File: config.mk
export PLATFORM = sky130hd
export DESIGN_NAME = mac_dot_sequencer
export DESIGN_NICKNAME = d
export VERILOG_FILES = /design/src/rtl/mac_dot_sequencer.sv
export SDC_FILE = /design/constraint.sdc
export NUM_CORES = 1
export LEC_CHECK = 0
export CORE_MARGIN = 2
export CORE_UTILIZATION = 41
export CTS_BUF_LIST = sky130_fd_sc_hd__clkbuf_4
export CTS_CLUSTER_SIZE = 10
export DETAILED_ROUTE_END_ITERATION = 10
export PLACE_DENSITY = 0.68
export SLEW_MARGIN = 20
export SYNTH_ARGS = -nofsm -noshare
export SYNTH_HDL_FRONTEND = slang
export SYNTH_SLANG_ARGS = --single-unit
File: constraint.sdc
create_clock -name clock -period 5.2 [get_ports clock]
set_clock_uncertainty 0.15 [all_clocks]
set_input_delay 1.56 -clock clock [delete_from_list [all_inputs] [get_ports clock]]
set_output_delay 1.56 -clock clock [all_outputs]
set_load 0.01 [all_outputs]
File: src/rtl/mac_dot_sequencer.sv
// mac_dot_sequencer: buffers unsigned 8-bit operand pairs in a small FIFO,
// streams them into an external MAC_unit (A, B, clear), and returns the
// 16-bit dot product of every LEN pairs on a result channel.
//
// Handshake semantics (both channels): a transfer happens on a rising edge
// where valid && ready are both high. Once out_valid is raised it stays high,
// with out_sum unchanged, until that transfer. in_ready is a pure function of
// FIFO fullness and never depends on in_valid.
module mac_dot_sequencer #(
  parameter int LEN   = 4,
  parameter int DEPTH = 4
) (
  input  logic        clock,
  input  logic        reset_n,
  input  logic        in_valid,
  output logic        in_ready,
  input  logic [7:0]  in_a,
  input  logic [7:0]  in_b,
  output logic        out_valid,
  input  logic        out_ready,
  output logic [15:0] out_sum,
  output logic [7:0]  mac_a,
  output logic [7:0]  mac_b,
  output logic        mac_clr,
  input  logic [15:0] mac_s,
  output logic        busy,
  output logic [2:0]  dbg_state
);

  localparam int AW = $clog2(DEPTH);
  localparam int CW = (LEN > 1) ? $clog2(LEN) : 1;

  typedef enum logic [2:0] {
    S_CLEAR  = 3'd0,
    S_RUN    = 3'd1,
    S_DRAIN1 = 3'd2,
    S_DRAIN2 = 3'd3,
    S_DONE   = 3'd4
  } state_t;

  state_t        r_state;
  logic [CW-1:0] r_count;
  logic [15:0]   r_mem [DEPTH];
  logic [AW:0]   r_wr_ptr;
  logic [AW:0]   r_rd_ptr;
  logic [7:0]    r_mac_a;
  logic [7:0]    r_mac_b;
  logic          r_mac_clr;
  logic          r_out_valid;
  logic [15:0]   r_out_sum;

  logic          w_full;
  logic          w_empty;
  logic          w_push;
  logic          w_pop;
  logic [15:0]   w_rd_data;

  // Pointers carry one extra wrap bit so full and empty are distinguishable.
  assign w_empty   = (r_wr_ptr == r_rd_ptr);
  assign w_full    = (r_wr_ptr[AW] != r_rd_ptr[AW]) &&
                     (r_wr_ptr[AW-1:0] == r_rd_ptr[AW-1:0]);
  // Full blocks a push even when a pop happens on the same edge.
  assign w_push    = in_valid && !w_full;
  assign w_pop     = (r_state == S_RUN) && !w_empty;
  assign w_rd_data = r_mem[r_rd_ptr[AW-1:0]];

  assign in_ready  = !w_full;
  assign out_valid = r_out_valid;
  assign out_sum   = r_out_sum;
  assign mac_a     = r_mac_a;
  assign mac_b     = r_mac_b;
  assign mac_clr   = r_mac_clr;
  assign busy      = (r_state != S_DONE) && (!w_empty || (r_count != '0));
  assign dbg_state = r_state;

  // FIFO storage: data only, no reset needed since pointers define validity.
  always_ff @(posedge clock) begin
    if (w_push) begin
      r_mem[r_wr_ptr[AW-1:0]] <= {in_a, in_b};
    end
  end

  // FIFO pointers: reset empties the buffer, dropping any pending pairs.
  always_ff @(posedge clock or negedge reset_n) begin
    if (!reset_n) begin
      r_wr_ptr <= '0;
      r_rd_ptr <= '0;
    end else begin
      if (w_push) r_wr_ptr <= r_wr_ptr + {{AW{1'b0}}, 1'b1};
      if (w_pop)  r_rd_ptr <= r_rd_ptr + {{AW{1'b0}}, 1'b1};
    end
  end

  // Sequencer FSM: clear MAC, feed LEN pairs, wait two edges for the MAC
  // to absorb the last product, then present the result until accepted.
  always_ff @(posedge clock or negedge reset_n) begin
    if (!reset_n) begin
      r_state     <= S_CLEAR;
      r_count     <= '0;
      r_mac_a     <= '0;
      r_mac_b     <= '0;
      r_mac_clr   <= 1'b1;
      r_out_valid <= 1'b0;
      r_out_sum   <= '0;
    end else begin
      case (r_state)
        S_CLEAR: begin
          // MAC zeroes on this edge because mac_clr is still high.
          r_mac_clr <= 1'b0;
          r_mac_a   <= '0;
          r_mac_b   <= '0;
          r_state   <= S_RUN;
        end
        S_RUN: begin
          if (w_pop) begin
            r_mac_a <= w_rd_data[15:8];
            r_mac_b <= w_rd_data[7:0];
            if (r_count == CW'(LEN - 1)) begin
              r_count <= '0;
              r_state <= S_DRAIN1;
            end else begin
              r_count <= r_count + 1'b1;
            end
          end else begin
            // Starved cycle: feed zeros so the MAC adds nothing.
            r_mac_a <= '0;
            r_mac_b <= '0;
          end
        end
        S_DRAIN1: begin
          // The last pair is still on mac_a/mac_b and is added on this edge.
          r_mac_a <= '0;
          r_mac_b <= '0;
          r_state <= S_DRAIN2;
        end
        S_DRAIN2: begin
          r_mac_a     <= '0;
          r_mac_b     <= '0;
          r_out_sum   <= mac_s;
          r_out_valid <= 1'b1;
          r_state     <= S_DONE;
        end
        S_DONE: begin
          if (r_out_valid && out_ready) begin
            r_out_valid <= 1'b0;
            r_mac_clr   <= 1'b1;
            r_state     <= S_CLEAR;
          end
        end
        default: begin
          r_mac_clr   <= 1'b1;
          r_out_valid <= 1'b0;
          r_state     <= S_CLEAR;
        end
      endcase
    end
  end

endmodule

# Word level (Yosys, flattened, before mapping)
# Memories as Yosys holds them, arrays and structs flattened.
# Index checks and enable logic that the tools add are counted.
# word_totals
mem_bits_rw	64
mem_count	1
input_bits	36
elab_cells	60
ff_bits	45
output_inout_bits	39
# mem_list
memory	words	word_bits	rd	rd_clocked_by_memory_dff	write_ports	line_no	text
r_mem	4	16	1	0	1	43	logic [15:0] r_mem [DEPTH];
# op_classes
reduce_logical	18
addsub	3
bitwise	2
eq_ne	12
mux	15
# ops
operator	count
8-bit case mux with 2 select lines	2
8-bit 2-to-1 mux	2
3-bit case mux with 5 select lines	1
3-bit 2-to-1 mux	3
3-bit OR reduction	3
3-bit by 1-bit adder with 3-bit output (second input constant)	2
3-bit by 2-bit equality test with 1-bit output (second input constant)	2
1-bit case mux with 3 select lines	2
2-bit AND reduction	3
1-bit logical AND	5
1-bit 2-to-1 mux	4
2-bit != test (second input constant)	2
2-bit nonzero test	2
3-bit by 1-bit equality test with 1-bit output (second input constant)	1
3-bit equality test	1
3-bit equality test (second input constant)	1
3-bit zero test	1
3-bit != test (second input constant)	1
3-bit AND reduction	1
2-bit by 1-bit adder with 2-bit output (second input constant)	1
2-bit equality test	1
2-bit equality test (second input constant)	1
1-bit zero test	2
2-bit 2-to-1 mux	1
other kinds (4)	5

# Longest topological paths before layout
# Gate-level depths: netlist of the first run.
# logic_depth
ltp_word	6
mapped_depth	5
ltp_nobuf	3

# Worst setup path after synthesis of the first run
# No wires, ideal clock.
# synth_timing
path_type	register to output
from	reg r_rd_ptr[0]
to	out busy
stages_incl_launch_ff	5
path_slack_ns	2.379
t_arrival_ns	1.111
required_time_ns	3.490
cell_sequence	dfrtp_1 > buf_4 > xor2_2 > nor3_1 > a22oi_1
# synth_between
elab_chain_len	4
# synth_lines
element	line_no	text
from (decl)	45	logic [AW:0] r_rd_ptr;
from (signal assigned)	90	if (w_pop) r_rd_ptr <= r_rd_ptr + {{AW{1'b0}}, 1'b1};
3-bit equality test	59	assign w_empty = (r_wr_ptr == r_rd_ptr);
1-bit zero test	73	assign busy = (r_state != S_DONE) && (!w_empty || (r_count != '0));
1-bit logical OR	73	
1-bit logical AND	73	
to (decl)	26	output logic busy,
# Every way passes these cells.

# Worst setup path after layout of the first run
# Ends and elaborated chain as after synthesis.

==> impl_results.md, run 1 <==
- Run status: complete, no violations
- P&R area growth vs syn: 23.1%
- Min Clock Period, post-route: 4.00 ns
- Reg clk slew, reported paths: 0.15 ns
- Synth unique cells: 34
- Unrepaired setup endpoints after global routing: false
- # hold bufs at CTS: 0
- Main area contributors after synthesis: edfxtp_1 (45%), dfrtp_1 (26%), mux4_2 (8.5%), mux2_2 (4.5%), a22o_1 (3.3%)
- Count leader, synth: edfxtp_1
- Post-synth ARST share: 41.3%
- Worst setup EP type: primary output
- CTS buffer count: 9
- Initial Util: 41.5%
- Largest area contributor in the netlist: edfxtp_1
- Crit path from: r_rd_ptr[0]
- Via density: 5.01
- Final setup viols: 0
- Area occupied by multi-input gates: 1100 um2
- Synth Area per Inst: 19.1 um2
- Vias in the first global route: 2245
- Crit path cell chain: buf_4 > xor2_2 > nor3_1 > a22oi_1 > clkdlybuf4s50_1
- Slew Viols, Final: 0
- Max clock buf depth: 2
- Vias after detailed routing: 2199
- Max VDD drop: 235 uV
- P per Cell Area: between 500 and 600 nW/um2
- Hpwl dp: around 4700 um
- CORE AREA: 10200 um2
- Number of synthesized register bits: around 110
- Setup crit start kind: flip-flop
- Crit path DAT: 2.29 ns
- Die H: 106 um
- Yosys Warn Count: 0
- Achievable Freq: between 200 and 300 MHz
- GRT Overall Usage: 14.1%
- Clock tree sinks: 109
- Largest net degree at the start of global routing: 46
- Crit-path slowest cell: clkdlybuf4s50_1
- Wirelength per Cell: 16.9 um
- Final cycle utilization of the critical path: 76.8%
- Crit-path max FO: 19
- RR Endpoint: r_rd_ptr[1]
- Crit-path max cell delay: 0.59 ns
- Die W: 106 um
- FILL cells: 849
- # nets final: 341
- Critical Path Sink: busy
- Commonest cells post-synth: edfxtp_1 (64), dfrtp_1 (44), mux2_2 (17)
- Post-synth top area share: 45.4%
- H-tree level count: 3
- WL final: roughly 7400 um
- Post-CTS Resized: 0
- Register area: roughly 3000 um2
- CTS tree: done
- Final hold slack: roughly 0.36 ns
- Leakage power: 0.00193 uW
- Path depth of the worst reg2reg path: 3
- Top FF cell, synth: edfxtp_1
- Clk_lat worst skew: roughly 0.45 ns
- Initial antenna violation count: 0
- Root Buffer: clkbuf_4
- Sequential fraction of the synthesis area: just over 70%
- Setup TNS: 0 ns
- Maximum Capacitance Violations: 0
- GRT overflow: 0
- Syn Nets: 265
- R2R Setup Slk: between 2 and 3 ns
- Worst slew pin tran: roughly 1.1 ns
- Worst Path Buf+Inv: 2
- RD Place Congestion: slightly below 0.7
- Post-synthesis cell area: 4230 um2
- Die area: 11100 um2
- Path length in cells of the critical path: 5
- TritonRoute pass-1 iters: 4
- Hold WC Path Type: flip-flop to flip-flop
- WP data required: 3.49 ns
- Worst setup path class: flip-flop to primary output
- Post-synth EDFFs: 64
- Ports: 75
- Cells after Synth: 222
- Family with the most delay on the worst path: buffers and inverters
- Launching point of the worst reg2reg path: dbg_state[2]
- Final count of hold timing violations: 0
- First-pass GRT wire length: 11700 um
- Cell row count: 37
- Slew margin rel.: 29.0%
- Layout cell share with drive strength beyond 1: 18.8%
- Post-DRT Antenna Nets: 0
- Ant. Diodes: 0
- Postcts setup bufs: 0
- DRC viols: 0
- Input/output buffers: 74
- DRT iter0 DRCs: 92
per-stage QoR:
| stage | power, uW | worst slack (ns) | utilization [%] | area [um2] | cells |
|---|---|---|---|---|---|
| floorplan | 2160 | 2.38 | - | 4230 | 222 |
| global route | 3170 | 0.959 | 51.1 | 5210 | 439 |
| global placement | 2600 | 1.67 | 49.9 | 5080 | 423 |
| CTS | 3010 | 1.14 | 51.1 | 5210 | 439 |
| finish | 2960 | 1.20 | 51.1 | 5210 | 439 |
| detailed placement | 2630 | 1.63 | 49.9 | 5080 | 423 |
worst register-to-register path, cell delays in order (launching register included):
cell and delay (ns):
dfrtp_1 0.77, nor3b_1 0.41, o31a_1 0.91, mux2_4 0.36
registers in the layout (all words and copies together), names as in the netlist:
name,count
r_count,2
dbg_state,3
mac_b,8
mac_clr,1
r_rd_ptr,3
r_wr_ptr,3
r_mem,64
out_valid,1
out_sum,16
mac_a,8
cells by family (layout without fill, tap and decap cells):
group / Yosys count / count (layout) / share of synthesized area, %
XOR/XNOR: 8 / 8 / 2.01
adder cells (fa/ha/maj): 7 / 7 / 2.07
AND/OR/NAND/NOR: 18 / 18 / 2.28
multiplexers: 36 / 36 / 14.1
AO/OA/AOI/OAI: 29 / 29 / 5.50
buffers and inverters: 15 / 96 / 1.98
flip-flops: 109 / 109 / 72.1
how the worst min path moves through the flow:
stage | startpoint | to | cells after the start
2_1_floorplan | mac_clr | mac_clr | 2
3_3_place_gp | out_sum[15] | out_sum[15] | 1
3_5_place_dp | out_sum[6] | out_sum[6] | 1
4_1_cts | mac_clr | mac_clr | 2
5_1_grt | mac_b[4] | mac_b[4] | 1
6_report | mac_clr | mac_clr | 2
layer usage:
metal,vias up,share of wire [%],global-route usage [%]
met5,-,0,0
met4,0,1.1,4.70
met3,8,7.1,4.39
met2,83,48,22.9
met1,1097,44,18.0
li1,1011,-,-
final cells by class:
class,count,area share (%)
repair buffers,76,14.5
multi-input cells,98,21.1
clock inverters,6,0.913
flip-flops and latches,109,58.5
clock buffers,10,1.44
well taps,136,3.27
inverters,4,0.288
cell usage in the layout, fill, tap and decap left out, types with 2 or more instances in the layout:
| cell type | count |
|---|---|
| a22o_1 | 16 |
| clkbuf_4 | 10 |
| clkinvlp_4 | 2 |
| and2_1 | 3 |
| dfrtp_1 | 44 |
| a21oi_1 | 4 |
| o31a_1 | 2 |
| edfxtp_1 | 64 |
| ha_1 | 7 |
| xnor2_1 | 3 |
| nand3b_1 | 2 |
| xor2_1 | 3 |
| mux2_4 | 3 |
| xor2_2 | 2 |
| mux4_2 | 16 |
| inv_1 | 4 |
| clkdlybuf4s50_1 | 73 |
| nor2_1 | 3 |
| nand2_1 | 4 |
| o311ai_0 | 2 |
| mux2_2 | 17 |
| buf_4 | 3 |
power breakdown:
| group | leakage, uW | internal [uW] | switching [uW] |
|---|---|---|---|
| combinational | 0.000734 | 675 | 549 |
| clock | 0.0000626 | 108 | 266 |
| sequential | 0.00113 | 1220 | 149 |
Note: power is estimated with default switching activity, not from simulation.
==> inputs of run 2 (changes only) <==
PLACE_DENSITY = 0.7   (was 0.68)
clock period = 3.6 ns   (was 5.2 ns; I/O delays follow)
==> run 2 against run 1 <==
Compared with the run above: routed wire length rose by 3.6%; critical path type unchanged; final area increased by 0.89%; first-iteration DRC count is 6.5% lower; register-to-register slack got worse by 1.1 ns; global-route usage grew 0.47 points; clock power increased by 49%; clock-buffer cell count fell by 1; setup slack worse by 0.92 ns; hold slack gained 0.0089 ns; power increased by 47%; sequential power up 42%; sequential share of layout area decreased by 0.52 points.
==> impl_results.md, run 2 (same netlist as run 1, synthesis figures left out) <==
- Run status: complete, no violations
- Commonest non-fill, non-tap cell in the layout: clkdlybuf4s50_1
- Leakage power: 0.00196 uW (+1.6%)
- Worst setup EP type: primary output
- GR Layer Usage met3: 4.89% (+0.49 points)
- Post-CTS Resized: 0 (unchanged)
- Final count of hold timing violations: 0 (unchanged)
- Clock tree sinks: 109 (unchanged)
- GRT overflow: 0 (unchanged)
- Die H: 106 um (unchanged)
- H-tree level count: 3 (unchanged)
- Max VDD drop: 344 uV (+46%)
- Worst slew pin tran: 0.797 ns (-0.267 ns)
- Slew margin rel.: 46.7% (+18 points)
- Crit-path max cell delay: 0.59 ns (about the same)
- Clk_lat worst skew: 0.46 ns (about the same)
- Wirelength per Cell: 17.2 um (+2.2%)
- Initial Util: 41.5% (unchanged)
- DRT iter0 DRCs: 86 (-6.5%)
- Crit-path slowest cell: clkdlybuf4s50_1
- Crit path cell chain: xor2_2 > nor3_1 > a22oi_1 > clkdlybuf4s50_1
- Hpwl dp: 4950 um (+4.5%)
- P&R area growth vs syn: 24.2%
- CTS tree: done
- Post-DRT Antenna Nets: 0 (unchanged)
- Die area: 11100 um2 (unchanged)
- WL final: 7670 um (+3.6%)
- Largest net degree at the start of global routing: 46 (unchanged)
- Min Clock Period, post-route: 3.32 ns
- Cell Count, Final, Fillers Out: 445 (+1.4%)
- P per Cell Area: 827 nW/um2 (+45%)
- GRT Overall Usage: 14.5% (+0.47 points)
- Initial antenna violation count: 0 (unchanged)
- Max clock buf depth: 2 (unchanged)
- Input/output buffers: 74 (unchanged)
- Dpl ws: 0.796 ns (-0.833 ns)
- Via density: 5.10 (+1.9%)
- # nets final: 347 (+1.8%)
- CTS buffer count: 9 (unchanged)
- Cell row count: 37 (unchanged)
- Unrepaired setup endpoints after global routing: false
- Reg clk slew, reported paths: 0.16 ns (about the same)
- Max reg flops: 64 (unchanged)
- Most frequent cells in the layout: clkdlybuf4s50_1 (73), edfxtp_1 (64), dfrtp_1 (44), mux2_2 (17)
- Setup TNS: 0 ns (unchanged)
- Grt met1 use: 18.5% (+0.50 points)
- Vias in the first global route: 2335 (+4.0%)
- Maximum Capacitance Violations: 0 (unchanged)
- Setup crit start kind: flip-flop
- Worst setup path class: flip-flop to primary output
- RD Place Congestion: 0.720 (+6.2%)
- Root Buffer: clkbuf_4
- Vias after detailed routing: 2271 (+3.3%)
- DRC viols: 0 (unchanged)
- TritonRoute pass-1 iters: 4 (unchanged)
- Crit-path max FO: 7 (-12)
- Crit path DAT: 2.09 ns (-0.20 ns)
- CORE AREA: 10200 um2 (unchanged)
- Final cycle utilization of the critical path: 92.2%
- Slew Viols, Final: 0 (unchanged)
- Final setup margin: 0.280 ns (-0.925 ns)
- Hold WC Path Type: flip-flop to flip-flop
- Achievable Freq: ~300 MHz
- Placed Instances: 429 (+1.4%)
- Layout cell share with drive strength beyond 1: 20.4% (+1.6 points)
- First-pass GRT wire length: 12200 um (+3.5%)
- Busiest grt layer: met2
- WP data required: 2.37 ns (-1.12 ns)
- Die W: 106 um (unchanged)
- Family with the most delay on the worst path: buffers and inverters
- Postcts setup bufs: 0 (unchanged)
- Met2 Track Usage GR: 24.1% (+1.1 points)
- Worst Path Buf+Inv: 1 (-1)
- # hold bufs at CTS: 0 (unchanged)
- Ports: 75 (unchanged)
- Final setup viols: 0 (unchanged)
- Ant. Diodes: 0 (unchanged)
run 2: changes by cell type in the layout (fill, tap and decap cells not counted), sizes merged:
| cell | before | now |
|---|---|---|
| buf | 3 | 9 |
| inv | 6 | 8 |
| clkinv | 2 | 1 |
| clkbuf | 10 | 9 |
run 2: worst paths after layout:
path,start,endpoint,slack (ns),cells past startpoint
min reg2reg,out_sum[11],out_sum[11],0.37,1
min in group asynchronous,reset_n,out_sum[1],0.46,1
max in group asynchronous,reset_n,mac_b[1],2.45,1
max,r_wr_ptr[1],busy,0.28,4
min,out_sum[11],out_sum[11],0.37,1
max reg2reg,dbg_state[2],r_rd_ptr[1],1.37,5
run 2: routing by layer:
layer,vias to the layer above,part of all wire [%]
met1,1156,44
met4,0,0.95
met3,8,6.0
li1,1025,-
met2,82,49
met5,-,0
run 2: final cells by class:
class                           count  area, um2
Multi-Input combinational cell     98       1100
Fill cell                         866       4930
Inverter                            4       15.0
Clock inverter                      7       56.3
Sequential cell                   109       3050
Tap cell                          136        170
Timing Repair Buffer               82        798
Clock buffer                        9       67.6
run 2: through the flow:
step                instance area (um2)  hold slack, ns  total power, uW  utilization [%]
finish                             5260           0.372             4340             51.6
floorplan                          4230           0.347             3120                -
CTS                                5250           0.376             4420             51.6
global route                       5260           0.397             4630             51.6
detailed placement                 5130           0.342             3850             50.4
global placement                   5130           0.335             3800             50.4
run 2: report_power, final:
group	switching, uW	internal (uW)
combinational	828	1010
clock	406	152
sequential	196	1750
==> inputs of run 3 (changes only) <==
PLACE_DENSITY = unset   (was 0.7)
PLACE_DENSITY_LB_ADDON = 0.15   (was unset)
==> run 3 against run 2 <==
Compared with the run above: setup slack better by 0.0089 ns; clock-buffer cell count up 1; largest cell class unchanged; hold slack worse by 0.0018 ns.
==> impl_results.md, run 3 (same netlist as run 1, synthesis figures left out) <==
- H-tree level count: 3 (unchanged)
- Largest net degree at the start of global routing: 21 (-54%)
- DRC viols: 0 (unchanged)
- Final cycle utilization of the critical path: 92.0% (-0.25 points)
- Max reg flops: 64 (unchanged)
- Cell row count: 37 (unchanged)
- WL final: 7520 um (-1.9%)
- Hold_sp: out_sum[0]
- Vias in the first global route: 2271 (-2.7%)
- CTS tree: done
- Worst setup EP type: primary output
- Leakage power: 0.00198 uW (+1.3%)
- Clock tree sinks: 109 (unchanged)
- Run status: complete, no violations
- GRT overflow: 0 (unchanged)
- Layout cell share with drive strength beyond 1: 21.5% (+1.1 points)
- Comb pwr share: 41.8% (-0.5 points)
- Via density: 4.95 (-2.9%)
- First-pass GRT wire length: 12300 um (+0.97%)
- RD Place Congestion: 0.700 (-2.7%)
- Pint: 2930 uW (+0.50%)
- Reg clk slew, reported paths: 0.16 ns (about the same)
- Design area: 5280 um2 (+0.52%)
- Wirelength per Cell: 16.8 um (-2.6%)
- Final count of hold timing violations: 0 (unchanged)
- Max clock buf depth: 2 (unchanged)
- DRT iter0 DRCs: 117 (+36%)
- Crit-path max FO: 7 (unchanged)
- WP data required: 2.37 ns (about the same)
- Initial antenna violation count: 0 (unchanged)
- Launching point of the worst reg2reg path: dbg_state[1]
- Area after DPL: 5150 um2 (+0.44%)
- Min Clock Period, post-route: 3.31 ns (-0.00889 ns)
- Post-DRT Antenna Nets: 0 (unchanged)
- Crit path DAT: 2.08 ns (about the same)
- Initial Util: 41.5% (unchanged)
- Path depth of the worst reg2reg path: 4 (-1)
- Die area: 11100 um2 (unchanged)
- Max VDD drop: 314 uV (-8.7%)
- Achievable Freq: 302 MHz (+0.27%)
- CORE AREA: 10200 um2 (unchanged)
- P&R area growth vs syn: 24.8%
- # hold bufs at CTS: 0 (unchanged)
- Root Buffer: clkbuf_4
- Hold Path Depth: 1 (unchanged)
- Hold WC Path Type: flip-flop to flip-flop
- R2R Setup Slk: 1.37 ns (about the same)
- CTS buffer count: 9 (unchanged)
- Worst slew pin tran: 0.797 ns (+0.000474 ns)
- Sw Share: 32.7% (-0.21 points)
- Slew margin rel.: 46.7% (about the same)
- P_sw: 1420 uW (-0.46%)
- Hold Path End: out_sum[0]
- Input/output buffers: 74 (unchanged)
- Clock Power Share: 13.2% (+0.4 points)
- Hpwl dp: 4870 um (-1.7%)
- Post-CTS Resized: 0 (unchanged)
- GRT Overall Usage: 14.7% (+0.13 points)
- Slew Viols, Final: 0 (unchanged)
- # nets final: 350 (+0.86%)
- Die H: 106 um (unchanged)
- Ports: 75 (unchanged)
- Worst setup path class: flip-flop to primary output
- Ant. Diodes: 0 (unchanged)
- Setup crit start kind: flip-flop
- Commonest non-fill, non-tap cell in the layout: clkdlybuf4s50_1
- Vias after detailed routing: 2219 (-2.3%)
- RR Endpoint: r_rd_ptr[1]
- Unrepaired setup endpoints after global routing: false
- Most frequent cells in the layout: clkdlybuf4s50_1 (73), edfxtp_1 (64), dfrtp_1 (44), mux2_2 (17)
- Crit path from: r_wr_ptr[1]
- TritonRoute pass-1 iters: 4 (unchanged)
- Pwr Total: 4350 uW (+0.19%)
- Final setup viols: 0 (unchanged)
- Postcts setup bufs: 0 (unchanged)
- Clk_lat worst skew: 0.45 ns (about the same)
- P per Cell Area: 824 nW/um2 (-0.34%)
- Die W: 106 um (unchanged)
- Setup TNS: 0 ns (unchanged)
- Maximum Capacitance Violations: 0 (unchanged)
- Sequential fraction of design power: 44.9% (about the same)
-- run 3: cell type report --
class | count | area [um2]
Multi-Input combinational cell | 98 | 1100
Inverter | 4 | 15.0
Clock buffer | 10 | 75.1
Timing Repair Buffer | 85 | 818
Fill cell | 868 | 4900
Sequential cell | 109 | 3050
Tap cell | 136 | 170
Clock inverter | 6 | 56.3
-- run 3: how the worst max path moves through the flow --
| stage | end | slack, ns | depth (start not counted) |
|---|---|---|---|
| 2_1_floorplan | busy | 1.26 | 4 |
| 5_1_grt | busy | 0.12 | 4 |
| 6_report | busy | 0.29 | 4 |
| 4_1_cts | busy | 0.26 | 4 |
| 3_5_place_dp | r_mem[0][9] | 0.71 | 4 |
| 3_3_place_gp | r_mem[0][9] | 0.73 | 4 |
-- run 3: per-layer routing --
| layer | track usage, % | routed length [um] | up-vias |
|---|---|---|---|
| li1 | - | - | 1036 |
| met5 | 0 | 0 | - |
| met1 | 19.4 | 3420 | 1100 |
| met4 | 6.67 | 161 | 0 |
| met3 | 3.09 | 397 | 14 |
| met2 | 23.4 | 3540 | 69 |
-- run 3: worst max-delay path, stage by stage (launching register included) --
cell	delay, ns
dfrtp_1	0.49
xor2_2	0.29
nor3_1	0.12
a22oi_1	0.15
clkdlybuf4s50_1	0.58
-- run 3: power by group through the flow --
| stage | clock (uW) | sequential [uW] | combinational, uW |
|---|---|---|---|
| final | 575 | 1960 | 1820 |
| after global routing | 652 | 2010 | 2010 |
| after CTS | 605 | 1960 | 1860 |
| after detailed placement | 0 | 1990 | 1850 |
| after global placement | 0 | 1980 | 1840 |
| after floorplan | 0 | 2030 | 1090 |
-- run 3: through the flow --
step           setup slack, ns  hold slack [ns]  instances  utilization [%]
5_1_grt                  0.123            0.369        448             51.9
2_1_floorplan             1.26            0.347        222                -
3_5_place_dp             0.712            0.342        432             50.6
3_3_place_gp             0.727            0.335        432             50.6
6_report                 0.289            0.370        448             51.9
4_1_cts                  0.264            0.375        448             51.9
==> RTL change 1, RTL diff (config.mk and constraints of run 2) <==
`DEPTH`: 4 -> 2.
--- a/src/rtl/mac_dot_sequencer.sv
+++ b/src/rtl/mac_dot_sequencer.sv
@@ -8,7 +8,7 @@
 // FIFO fullness and never depends on in_valid.
 module mac_dot_sequencer #(
   parameter int LEN   = 4,
-  parameter int DEPTH = 4
+  parameter int DEPTH = 2
 ) (
   input  logic        clock,
   input  logic        reset_n,
Function: changed (Yosys sat finds a counterexample within 10 cycles, from zero or initial values and one cycle with reset_n low).
==> RTL change 1 against run 2 <==
  * Sequential cell count is 34 lower
  * Worst setup slack better by 73 ps
  * Cell area is 25% lower
  * Highest routed layer unchanged
  * Sequential power is 27% lower
  * Total power is 21% lower
  * Area after synthesis is 30% lower
  * Wire length is 32% lower
  * Via count is 24% lower
  * Synthesized cell count is 14% lower
==> RTL change 1: results (changes against run 2) <==
| Metric | Value |
|---|---|
| Power Internal | 0.00226 W (was 0.00291 W) |
| Multi-input gates | 103 (was 98) |
| Fill count | 601 (was 866) |
| Fin nets | 308 (was 347) |
| Clock power share | 0.150 (was 0.128) |
| Fin cells | 371 (was 445) |
| Most instantiated cells after synthesis | 42 x dfrtp_1, 32 x edfxtp_1, 20 x nand2_1 (was 64 x edfxtp_1, 44 x dfrtp_1, 17 x mux2_2) |
| First-pass GRT wire length | 7910 um (was 12200 um) |
| CP Max Fanout | 5 (was 7) |
| Total track usage | 0.136 (was 0.145) |
| Vias per cell | 4.64 (was 5.10) |
| Status | completed (unchanged) |
| Sequential cell area share | 0.520 (was 0.580) |
| CTS sink cnt | 75 (was 109) |
| Syn nets | 228 (was 265) |
| Clock Pin Slew Worst Setup and Hold Paths | 110 ps (was 160 ps) |
| Reg2Reg Depth | 3 (was 5) |
| Post-synth EDFFs | 32 (was 64) |
| Origin of the critical flop-to-flop path | r_rd_ptr[0] (was dbg_state[2]) |
| Count leader, synth | dfrtp_1 (was edfxtp_1) |
| Max reg flops | 32 (was 64) |
| Hpwl dp | 3500 um (was 4950 um) |
| Vias in the first global route | 1677 (was 2335) |
| Layout cells sized above 1 | 0.193 (was 0.204) |
| CLK BUF | 10 (was 9) |
| P_leak | 1.56 nW (was 1.96 nW) |
| Asr flop ratio synth | 0.573 (was 0.413) |
-- RTL change 1: cell types whose count changed after synthesis, moves of 8 or more --
cell	run 2	this run
a22o_1	16	0
edfxtp_1	64	32
mux2i_1	0	16
mux4_2	16	0
nand2_1	4	20
o21ai_0	1	9
o21ai_2	0	9
-- RTL change 1: per-layer routing --
metal  up-vias  share of wire  track usage
met4         0          0.010       0.0529
met2        64           0.48        0.213
met5         -              0            0
met3         5          0.073       0.0572
met1       815           0.44        0.171
li1        837              -            -
-- RTL change 1: critical path: stages (launching register included) --
cell and delay, ps:
dfrtp_1 460, xor2_2 320, nor2_1 110, a22oi_1 160, clkdlybuf4s50_1 570
-- RTL change 1: worst min path at each step --
| stage | start | end | slack, ps | cells after the start |
|---|---|---|---|---|
| after floorplan | r_mem[0][9] | mac_a[1] | 340 | 2 |
| after detailed placement | mac_a[1] | mac_a[1] | 320 | 2 |
| final | mac_a[4] | mac_a[4] | 350 | 2 |
| after global routing | mac_b[0] | mac_b[0] | 370 | 2 |
| after global placement | mac_b[7] | mac_b[7] | 320 | 2 |
| after CTS | mac_a[4] | mac_a[4] | 350 | 2 |
-- RTL change 1: cell families (layout without fill, tap and decap cells) --
family,count (synthesis),in the layout,share of synthesized area
flops,75,75,0.689
buf+inv,12,97,0.0249
fa+ha+maj,2,2,0.00845
simple gates,31,31,0.0511
compound gates,29,29,0.0697
xor+xnor,7,7,0.0321
mux,34,34,0.125
-- RTL change 1: per-stage QoR --
step                      hold WS [ps]  total power [W]  cell area [um^2]  setup WS (ps)  utilization
after floorplan                    342          0.00238              2960           1150            -
final                              351          0.00342              3920            352        0.567
after global placement             317          0.00292              3780            834        0.547
after CTS                          352          0.00349              3920            311        0.567
after detailed placement           324          0.00297              3780            787        0.547
after global routing               373          0.00365              3920            154        0.567
==> RTL change 2, RTL diff (settings of run 2) <==
Made on the original files. Register the output `dbg_state` once more, without a reset; this adds one clock of latency there. The other outputs are not delayed to match.
--- a/src/rtl/mac_dot_sequencer.sv
+++ b/src/rtl/mac_dot_sequencer.sv
@@ -71,7 +71,9 @@
   assign mac_b     = r_mac_b;
   assign mac_clr   = r_mac_clr;
   assign busy      = (r_state != S_DONE) && (!w_empty || (r_count != '0));
-  assign dbg_state = r_state;
+  always_ff @(posedge clock) begin
+    dbg_state <= r_state;
+  end
 
   // FIFO storage: data only, no reset needed since pointers define validity.
   always_ff @(posedge clock) begin
Behaviour: not the same (a bounded check fails within 4 cycles, from zero or initial values and one cycle with reset_n low).
==> RTL change 2 against run 2 <==
  * Core utilization is 0.55 points higher
  * Total power up 2.1%
  * Wire length fell by 0.56%
  * Cell area grew 3.4%
  * Global-route usage down 0.42 points
  * Worst hold slack got worse by 14 ps
  * Area after synthesis increased by 4.5%
  * First-iteration DRC count up 15%
  * Sequential share of layout area shrank 0.78 points
  * Worst setup slack got worse by 120 ps
  * Final cell count grew 7.4%
  * Sequential cell count grew 3
  * Largest power group unchanged
==> RTL change 2: results (changes against run 2) <==
| Metric | Value |
|---|---|
| GR Util met1 | 0.178 (was 0.185) |
| Total track usage | 0.141 (was 0.145) |
| Post-synthesis cell type count | 38 (was 34) |
| First-pass GRT wire length | 12300 um (was 12200 um) |
| Worst-skew pair later-pin latency | 440 ps (was 460 ps) |
| CP startpoint | r_wr_ptr[2] (was r_wr_ptr[1]) |
| M1 wire length | 3270 um (was 3380 um) |
| Fin nets | 380 (was 347) |
| Global routing met3 resource utilization | 0.0321 (was 0.0489) |
| Fill count | 884 (was 866) |
| P_leak | 2.01 nW (was 1.96 nW) |
| Asr flop ratio synth | 0.402 (was 0.413) |
| Origin of the critical flop-to-flop path | r_state[2] (was dbg_state[2]) |
| Synth Area in Compound Gates | 0.0512 (was 0.0550) |
| Wire per inst | 15.9 um (was 17.2 um) |
| Reg2Reg Depth | 4 (was 5) |
| Hold WC Path Type | input port to async pin (was flop to flop) |
| Syn nets | 299 (was 265) |
| Post-synthesis xor/xnor area fraction | 0.0260 (was 0.0201) |
| Clock Pin Slew Worst Setup and Hold Paths | 160 ps (about the same) |
| Combinational share of power | 0.421 (was 0.423) |
| GP Congestion | 0.709 (was 0.720) |
| DR iter-0 viols | 99 (was 86) |
| CP arrival | 2210 ps (was 2090 ps) |
| Sequential share of the synthesized area | 0.703 (was 0.721) |
| Hpwl dp | 5130 um (was 4950 um) |
| Area contributors post-synth | edfxtp_1 43%, dfrtp_1 25%, mux4_2 8.1% (was edfxtp_1 45%, dfrtp_1 26%, mux4_2 8.5%) |
| Sw power | 0.00150 W (was 0.00143 W) |
| Met3 WL | 401 um (was 457 um) |
| R2R Path End | out_sum[2] (was r_rd_ptr[1]) |
| Layout cells sized above 1 | 0.211 (was 0.204) |
| GR Util met2 | 0.245 (was 0.241) |
| Most instantiated cells after synthesis | 64 x edfxtp_1, 44 x dfrtp_1, 35 x nand2_1 (was 64 x edfxtp_1, 44 x dfrtp_1, 17 x mux2_2) |
| Status | completed (unchanged) |
| Largest net degree at the start of global routing | 25 (was 46) |
| Slew Limit Headroom | 0.516 (was 0.467) |
| Met2 routed WL | 3900 um (was 3750 um) |
| CTS max path bufs | 2 (unchanged) |
| Max VDD drop | 0.000332 V (was 0.000344 V) |
| CP Max Fanout | 5 (was 7) |
==> RTL change 2: per-stage QoR <==
stage / instance area (um^2) / hold slack, ps / cells / total power (W) / worst slack (ps)
2_1_floorplan: 4420 / 308 / 256 / 0.00323 / 1140
3_3_place_gp: 5310 / 320 / 462 / 0.00391 / 690
3_5_place_dp: 5310 / 330 / 462 / 0.00396 / 652
4_1_cts: 5430 / 331 / 478 / 0.00452 / 124
5_1_grt: 5430 / 325 / 478 / 0.00476 / 18.4
6_report: 5430 / 358 / 478 / 0.00443 / 159
==> RTL change 2: final cells by class <==
type / count / share of cell area
tap: 136 / 0.0313
clock buffer: 10 / 0.0138
sequential: 112 / 0.572
timing repair buffer: 79 / 0.142
clock inverter: 6 / 0.00921
multi-input combinational: 130 / 0.227
inverter: 5 / 0.00346
==> RTL change 2: critical path, cell delays in order (launching register included) <==
cell and delay [ps]:
dfrtp_1 470, xor2_2 380, nor3_1 140, a22oi_1 210
clkdlybuf4s50_1 570
